<file path="src/rtl/bcd_to_bin_pkg.sv">
// rtl/bcd_to_bin_pkg.sv - shared constants and types for the BCD-to-binary converter
package bcd_to_bin_pkg;

  localparam int BCD_DIGIT_W = 4;
  localparam int BIN_W       = 10;
  localparam int N_ITER      = 10;

  localparam logic [BCD_DIGIT_W-1:0] DIGIT_MAX = 4'd9;

  typedef enum logic [0:0] {
    IDLE  = 1'b0,
    SHIFT = 1'b1
  } state_t;

endpackage

</file>
<file path="src/rtl/sub_condition.sv">
// rtl/sub_condition.sv - per-shift digit correction: subtract 3 from every BCD digit >= 8
module sub_condition
  import bcd_to_bin_pkg::*;
#(
  parameter int N_DIGITS = 3
) (
  input  logic [N_DIGITS*BCD_DIGIT_W-1:0] digits_in,
  output logic [N_DIGITS*BCD_DIGIT_W-1:0] digits_out
);

  // A digit >= 8 minus 3 is at least 5, so the subtraction never wraps.
  always_comb begin
    digits_out = digits_in;
    for (int i = 0; i < N_DIGITS; i++) begin
      if (digits_in[i*BCD_DIGIT_W +: BCD_DIGIT_W] >= 4'd8) begin
        digits_out[i*BCD_DIGIT_W +: BCD_DIGIT_W] = digits_in[i*BCD_DIGIT_W +: BCD_DIGIT_W] - 4'd3;
      end
    end
  end

endmodule

</file>
<file path="src/rtl/bcd_to_bin.sv">
// rtl/bcd_to_bin.sv - sequential shift-and-subtract BCD to binary converter
module bcd_to_bin
  import bcd_to_bin_pkg::*;
#(
  parameter int N_DIGITS = 3
) (
  input  logic                            i_clk,
  input  logic                            i_rst,
  input  logic                            i_start,
  input  logic [N_DIGITS*BCD_DIGIT_W-1:0] i_bcd,
  output logic [BIN_W-1:0]                o_bin,
  output logic                            o_busy,
  output logic                            o_done,
  output logic                            o_err
);

  localparam int BCD_W  = N_DIGITS * BCD_DIGIT_W;
  localparam int WORK_W = BCD_W + BIN_W;
  localparam logic [3:0] LAST_ITER = 4'(N_ITER - 1);

  state_t            state;
  logic [WORK_W-1:0] work;
  logic [WORK_W-1:0] shifted;
  logic [WORK_W-1:0] next_work;
  logic [BCD_W-1:0]  corrected;
  logic [3:0]        cnt;
  logic              bcd_ok;

  always_comb begin
    bcd_ok = 1'b1;
    for (int i = 0; i < N_DIGITS; i++) begin
      if (i_bcd[i*BCD_DIGIT_W +: BCD_DIGIT_W] > DIGIT_MAX) begin
        bcd_ok = 1'b0;
      end
    end
  end

  // BCD digits sit above the binary field; bits fall out of the BCD side into it.
  assign shifted = work >> 1;

  sub_condition #(
    .N_DIGITS(N_DIGITS)
  ) u_sub_condition (
    .digits_in (shifted[WORK_W-1:BIN_W]),
    .digits_out(corrected)
  );

  assign next_work = {corrected, shifted[BIN_W-1:0]};

  always_ff @(posedge i_clk) begin
    o_done <= 1'b0;
    if (i_rst) begin
      state  <= IDLE;
      work   <= '0;
      cnt    <= '0;
      o_bin  <= '0;
      o_busy <= 1'b0;
      o_err  <= 1'b0;
    end else begin
      case (state)
        IDLE: begin
          if (i_start) begin
            if (bcd_ok) begin
              work   <= {i_bcd, {BIN_W{1'b0}}};
              cnt    <= '0;
              o_err  <= 1'b0;
              o_busy <= 1'b1;
              state  <= SHIFT;
            end else begin
              o_err  <= 1'b1;
              o_bin  <= '0;
              o_done <= 1'b1;
            end
          end
        end
        SHIFT: begin
          work <= next_work;
          cnt  <= cnt + 4'd1;
          if (cnt == LAST_ITER) begin
            o_bin  <= next_work[BIN_W-1:0];
            o_done <= 1'b1;
            o_busy <= 1'b0;
            state  <= IDLE;
          end
        end
        default: state <= IDLE;
      endcase
    end
  end

endmodule

</file>
<file path="config.mk">
export PLATFORM = sky130hd
export DESIGN_NAME = bcd_to_bin
export DESIGN_NICKNAME = d
export VERILOG_FILES = /design/src/rtl/bcd_to_bin_pkg.sv /design/src/rtl/sub_condition.sv /design/src/rtl/bcd_to_bin.sv
export SDC_FILE = /design/constraint.sdc
export NUM_CORES = 1
export LEC_CHECK = 0
export BUFFER_PORTS_ARGS = -buffer_cell sky130_fd_sc_hd__buf_2
export CORE_ASPECT_RATIO = 2
export CORE_MARGIN = 10
export CORE_UTILIZATION = 35
export DETAILED_ROUTE_END_ITERATION = 7
export PLACE_DENSITY = 0.66
export SETUP_SLACK_MARGIN = 0.1
export SYNTH_ARGS = -nofsm -noshare
export SYNTH_HDL_FRONTEND = slang
export SYNTH_SLANG_ARGS = --single-unit
</file>
<file path="constraint.sdc">
create_clock -name i_clk -period 2 [get_ports i_clk]
set_clock_uncertainty 0.2 [all_clocks]
set_input_delay 0.2 -clock i_clk [delete_from_list [all_inputs] [get_ports i_clk]]
set_output_delay 0.2 -clock i_clk [all_outputs]
set_load 0.01 [all_outputs]
</file>
==> summary.txt, run 1 <==
Global routing
  – First-pass GRT wire length: 6.203 mm
  – GRT Overall Usage: 9.953%
  – Vias in the first global route: 1449
  – GRT overflow: 0
  – Largest net degree at the start of global routing: 22
  – Initial antenna violation count: 0

Floorplanning
  – IO Count: 28
  – Die Y: 116.8 microns
  – Die span in x: 68.39 microns
  – Initial core utilization: 35.99%
  – FP Rows: 35
  – CORE AREA: 4554 sq um
  – DIE AREA: roughly 8000 sq um

Setup path
  – Crit Path Category: primary input to flip-flop
  – Crit path DAT: 1.80 ns
  – WP data required: roughly 2.0 ns
  – R2R cell count: 5
  – Critical Path Fanout Max: 13
  – Setup crit start kind: primary input
  – Critical Path End Type: flip-flop

STA
  – Fmax: 0.5484 GHz
  – Relative slew slack: 66.62%
  – Worst-Margin Slew: 0.5007 ns
  – Final slew viol count: 0
  – Final setup viols: 0
  – Final hold vios: 0
  – Minimum clock period: between 1.5 and 2 ns
  – Hold slack final: between 0.03 and 0.04 ns
  – Fin Setup TNS: 0 ns
  – Unrepaired setup endpoints after global routing: false
  – Tcrit/Tclk final: 91.17%

Finish
  – Antenna diodes: 0
  – P&R area growth vs syn: 22.52%
  – Nets@finish: between 200 and 250
  – Fill cells: 476
  – Layout cells sized above 1: 29.06%

Clocking
  – CTS resizes: 0
  – CTS sink cnt: 39
  – CTS root buffer: clkbuf_8
  – Clock-pin slew on the worst setup and hold paths: about 0.070 ns
  – Worst-case clock buffer depth: 2
  – CTS H-tree depth: 2
  – CTS tree: done
  – Clock Latency Late Sink: between 0.2 and 0.3 ns
  – Inserted Clock Buffers: 5

Worst hold path
  – Worst hold path class: primary input to flip-flop
  – WHS Path Cells: 3

Yosys
  – Syn Inst Count: around 160
  – Synth Cell Area: around 1600 sq um
  – Synth top area cells: dfxtp_1, a22o_2, a22o_1
  – Post-synth top area share: 47.63%
  – Number of synthesized flops with an enable pin: 0
  – Synth top cells by count: dfxtp_1, a21oi_1, inv_1, nor2_1, nand2_1
  – Synth area leader: dfxtp_1
  – Most common cell in the netlist: dfxtp_1
  – FFs w/ async S/R, synth: 0%
  – Post-Syn Nets: 183
  – Sequential fraction of the synthesis area: 47.63%
  – Syn. warnings: 0
  – Most used flip-flop cell after synthesis: dfxtp_1
  – Synth cell types: 36
  – Mapped Avg Cell Area: 10.12 sq um
  – Seq cells post-synth: 39

Detailed routing
  – DRT iter0 DRCs: 26
  – Pre-Repair DR Iteration Count: 3
  – Drt wl/cell: roughly 14 microns
  – Drt drc: 0
  – Total wire length: 3.543 mm
  – DRT antenna net count: 0
  – Via Count: 1303
  – Vias per cell: 5.050

Power and ir drop
  – Design Power: 1.560 mW
  – Pwr dens: around 800 nW/um^2
  – Pleak: 0.8156 nW
  – Worst VDD drop: approximately 540 uV

Placed design
  – IO buf count: 27
  – Detailed-placement wirelength estimate: 2.731 mm
  – Final Wtd Congestion: between 0.7 and 0.8

Flow run
  – Max Cap Violations: 0

Outcome
  – Outcome: complete, no violations
## layout make-up
cell class                      instances  area (sq um)  area share, %
Sequential cell                        39         780.7          38.88
Multi-Input combinational cell        104         769.5          38.32
Timing Repair Buffer                   39         240.2          11.96
Tap cell                               55         68.82          3.427
Inverter                               13         48.80          2.430
Clock buffer                            8         100.1          4.984
## through the flow
step,util [%],worst slack (ns),std cells,area [sq um]
floorplan,-,0.4162,162,1639
global placement,40.58,0.2617,244,1848
detailed placement,40.58,0.2411,244,1848
CTS,44.09,0.1681,258,2008
global route,44.09,0.1009,258,2008
finish,44.09,0.1766,258,2008
## timing repair
| action | 4_1_cts | 5_1_grt |
|---|---|---|
| hold buffers | 6 | 0 |
| endpoints found under the setup margin | 0 | 1 |
| buffers inserted | 0 | 0 |
| endpoints found under the hold margin | 6 | 0 |
## path summary, 6_finish.rpt
check                  from  endpoint  slack (ns)
setup / recovery  i_bcd[11]  work[12]        0.18
hold / removal     i_bcd[9]  work[19]        0.03
setup reg to reg      state  o_bin[1]        0.30
hold reg to reg    work[19]  work[19]        0.25
## critical path, stage by stage
cell           delay (ns)
dlygate4sd3_1        0.53
buf_2                0.14
o21ai_2              0.12
a41o_4               0.32
nor2_4               0.09
a221o_2              0.40
## power breakdown
group | internal (mW) | leakage, nW | total (mW) | switching, mW
combinational | 0.0760 | 0.448 | 0.168 | 0.0923
sequential | 0.801 | 0.316 | 0.824 | 0.0235
clock | 0.314 | 0.0515 | 0.568 | 0.253
## layout by cell type, fill, tap and decap left out
cell type,instances
a22o_1,9
a22o_2,8
xor2_1,1
buf_4,6
a22oi_1,2
inv_1,13
o21ai_2,3
o22ai_1,2
dlygate4sd3_1,6
nand2_1,10
a311oi_2,1
and4_2,1
xnor2_1,4
nand4b_1,1
nand4_1,2
nor3_1,2
o21ai_0,2
mux2_2,1
clkbuf_8,7
a41o_4,1
dfxtp_1,39
nor2_1,13
clkbuf_1,1
a221o_2,1
a21oi_1,13
nand2b_1,3
ha_1,6
a311oi_1,1
a41oi_2,1
o32ai_1,2
o221a_2,1
buf_2,27
nand3b_1,1
nor2b_1,4
o211ai_1,4
a221o_1,3
nor2_4,1
## metal layers
| layer | vias up | wire length (microns) | GRT usage, % |
|---|---|---|---|
| li1 | 667 | - | - |
| met2 | 24 | 1948 | 18.00 |
| met4 | 0 | 89 | 5.398 |
| met5 | - | 0 | 0 |
| met1 | 603 | 1354 | 9.373 |
| met3 | 9 | 150 | 3.051 |
## state kept, by name (all words and copies together), names as in the netlist
name	cells
state	1
work	21
o_bin	10
o_err	1
cnt	4
o_busy	1
o_done	1
## logic make-up (layout without fill, tap and decap cells)
group	Yosys count	in the layout	synth area share (%)
xor+xnor	5	5	2.672
buf+inv	19	60	5.420
flops	39	39	47.63
compound gates	54	54	27.41
fa+ha+maj	6	6	4.580
simple gates	38	38	11.60
mux	1	1	0.6870
Note: power is estimated with default switching activity, not from simulation.
==> run 2, diff against run 1 <==
- CELL_PAD_IN_SITES_DETAIL_PLACEMENT: unset -> 0
- CELL_PAD_IN_SITES_GLOBAL_PLACEMENT: unset -> 1
- CORE_UTILIZATION: 35 -> 40
- PLACE_DENSITY: 0.66 -> 0.86
==> summary.txt, run 2 (synthesized netlist as in run 1, its figures left out) <==
Outcome
  – Outcome: complete, no violations

Placed design
  – Placed cell count: 239
  – Final Wtd Congestion: 0.7568
  – Placed instance area: 1836 sq um
  – IO buf count: 27
  – Detailed-placement wirelength estimate: around 2.8 mm

Global routing
  – Largest net degree at the start of global routing: 22
  – First-pass GRT wire length: between 6 and 7 mm
  – GR Layer Usage met3: 3.741%
  – Grt peak-use layer: met2
  – GRT overflow: 0
  – Vias in the first global route: 1334
  – Met1 Use GR: 10.86%
  – GRT Overall Usage: 10.51%
  – M2 GR Usage: 18.35%
  – Initial antenna violation count: 0

Finish
  – Largest Register: work
  – P&R area growth vs syn: 22.21%
  – Layout cells sized above 1: 29.35%
  – Max FFs per register: 21
  – Antenna diodes: 0
  – Final Non-Filler Cells: about 250
  – Most frequent cells in the layout: dfxtp_1, buf_2, inv_1, nor2_1, a21oi_1
  – Finished Cell Area: about 2000 sq um
  – Most common cell after layout, fill and taps aside: dfxtp_1
  – Top flop regs: work: 21 flops, o_bin: 10 flops, cnt: 4 flops
  – Nets@finish: ~220

STA
  – Final hold vios: 0
  – Minimum clock period: 1.689 ns
  – Relative slew slack: 67.75%
  – Fin Setup TNS: 0 ns
  – Tcrit/Tclk final: 84.47%
  – Fmax: 0.5919 GHz
  – Unrepaired setup endpoints after global routing: false
  – Final slew viol count: 0
  – Final setup viols: 0
  – Worst-Margin Slew: 0.4838 ns

Setup path
  – R2R cell count: 5
  – Critical path's largest stage delay: around 0.6 ns
  – Setup crit start kind: flip-flop
  – Crit-path slowest cell: dfxtp_1
  – Crit path cell chain: nand4b_1 -> nand2b_1 -> nor2_1 -> buf_4 -> a22o_1
  – Crit path DAT: 1.67 ns
  – WP data required: 1.98 ns
  – Crit Path Category: flip-flop to flip-flop
  – Critical Path End Type: flip-flop
  – Reg2reg start: state
  – Critical Path Fanout Max: 13
  – Critical path startpoint: state

Clocking
  – Clock Latency Late Sink: 0.29 ns
  – Clock-pin slew on the worst setup and hold paths: 0.08 ns
  – CTS tree: done
  – Worst-case clock buffer depth: 2
  – CTS sink cnt: 39
  – Inserted Clock Buffers: 5
  – CTS root buffer: clkbuf_8
  – CTS H-tree depth: 2

Detailed routing
  – Drt wl/cell: ~14 microns
  – DRT iter0 DRCs: 31
  – Pre-Repair DR Iteration Count: 4
  – Total wire length: between 3 and 4 mm
  – Drt drc: 0
  – DRT antenna net count: 0
  – Via Count: 1312
  – Vias per cell: between 5 and 6

Worst hold path
  – Hold path start: i_bcd[11]
  – Worst hold path class: primary input to flip-flop
  – WHS Path Cells: 3

Floorplanning
  – IO Count: 28
  – FP Rows: 32
  – Initial core utilization: 41.77%
  – Die span in x: 65.27 microns
  – Die Y: approximately 110 microns
  – CORE AREA: 3924 sq um
  – DIE AREA: 7214 sq um

Power and ir drop
  – Worst VDD drop: roughly 460 uV
  – Pwr dens: 827.9 nW/um^2
  – Pleak: 0.8158 nW
  – Design Power: 1.658 mW

Flow run
  – Max Cap Violations: 0
[run 2: cell count changes in the layout (fill, tap and decap cells not counted)]
cell and delta:
buf_4 -1, bufinv_16 +1, clkbuf_1 -1, clkbuf_8 -1
clkinv_2 +1, dlygate4sd3_1 -1
[run 2: metal layers]
layer	part of all wire, %	vias to the layer above
met5	0	-
met4	2.0	0
met3	5.4	7
met2	53	22
met1	39	623
li1	-	660
[run 2: cell type report]
class	count	area, sq um
inverters	13	48.80
well taps	51	63.81
fillers	414	1921
flip-flops and latches	39	780.7
clock inverters	2	35.03
multi-input cells	104	769.5
clock buffers	6	82.58
repair buffers	37	222.7
[run 2: what timing repair did]
action                                 in CTS  in global routing
resized for setup                           0                  0
endpoints found under the hold margin       5                  0
hold buffers                                5                  0
buffers inserted                            0                  0
[run 2: final timing paths]
path,end,slack (ns)
max,o_bin[7],0.31
min,work[21],0.002
max reg2reg,o_bin[7],0.31
min reg2reg,work[20],0.26
[run 2: report_power, final]
| part | switching (mW) | internal [mW] | leakage [nW] |
|---|---|---|---|
| logic | 0.0905 | 0.0735 | 0.438 |
| clock network | 0.265 | 0.404 | 0.0612 |
| registers | 0.0253 | 0.801 | 0.316 |
[run 2: critical path: cells and delay by family, from the launching register on]
family          cells  cell delay, ns
simple gates        3            0.40
flops               1            0.59
buf+inv             1            0.17
compound gates      1            0.23
[run 2: metrics by stage]
stage	hold WS [ns]	setup slack [ns]	utilization, %
floorplan	0.1379	0.4162	-
global placement	0.2375	0.2803	46.78
detailed placement	0.2415	0.2368	46.78
CTS	0.0001805	0.2859	51.05
global route	0.02266	0.1796	51.05
finish	0.002329	0.3106	51.05
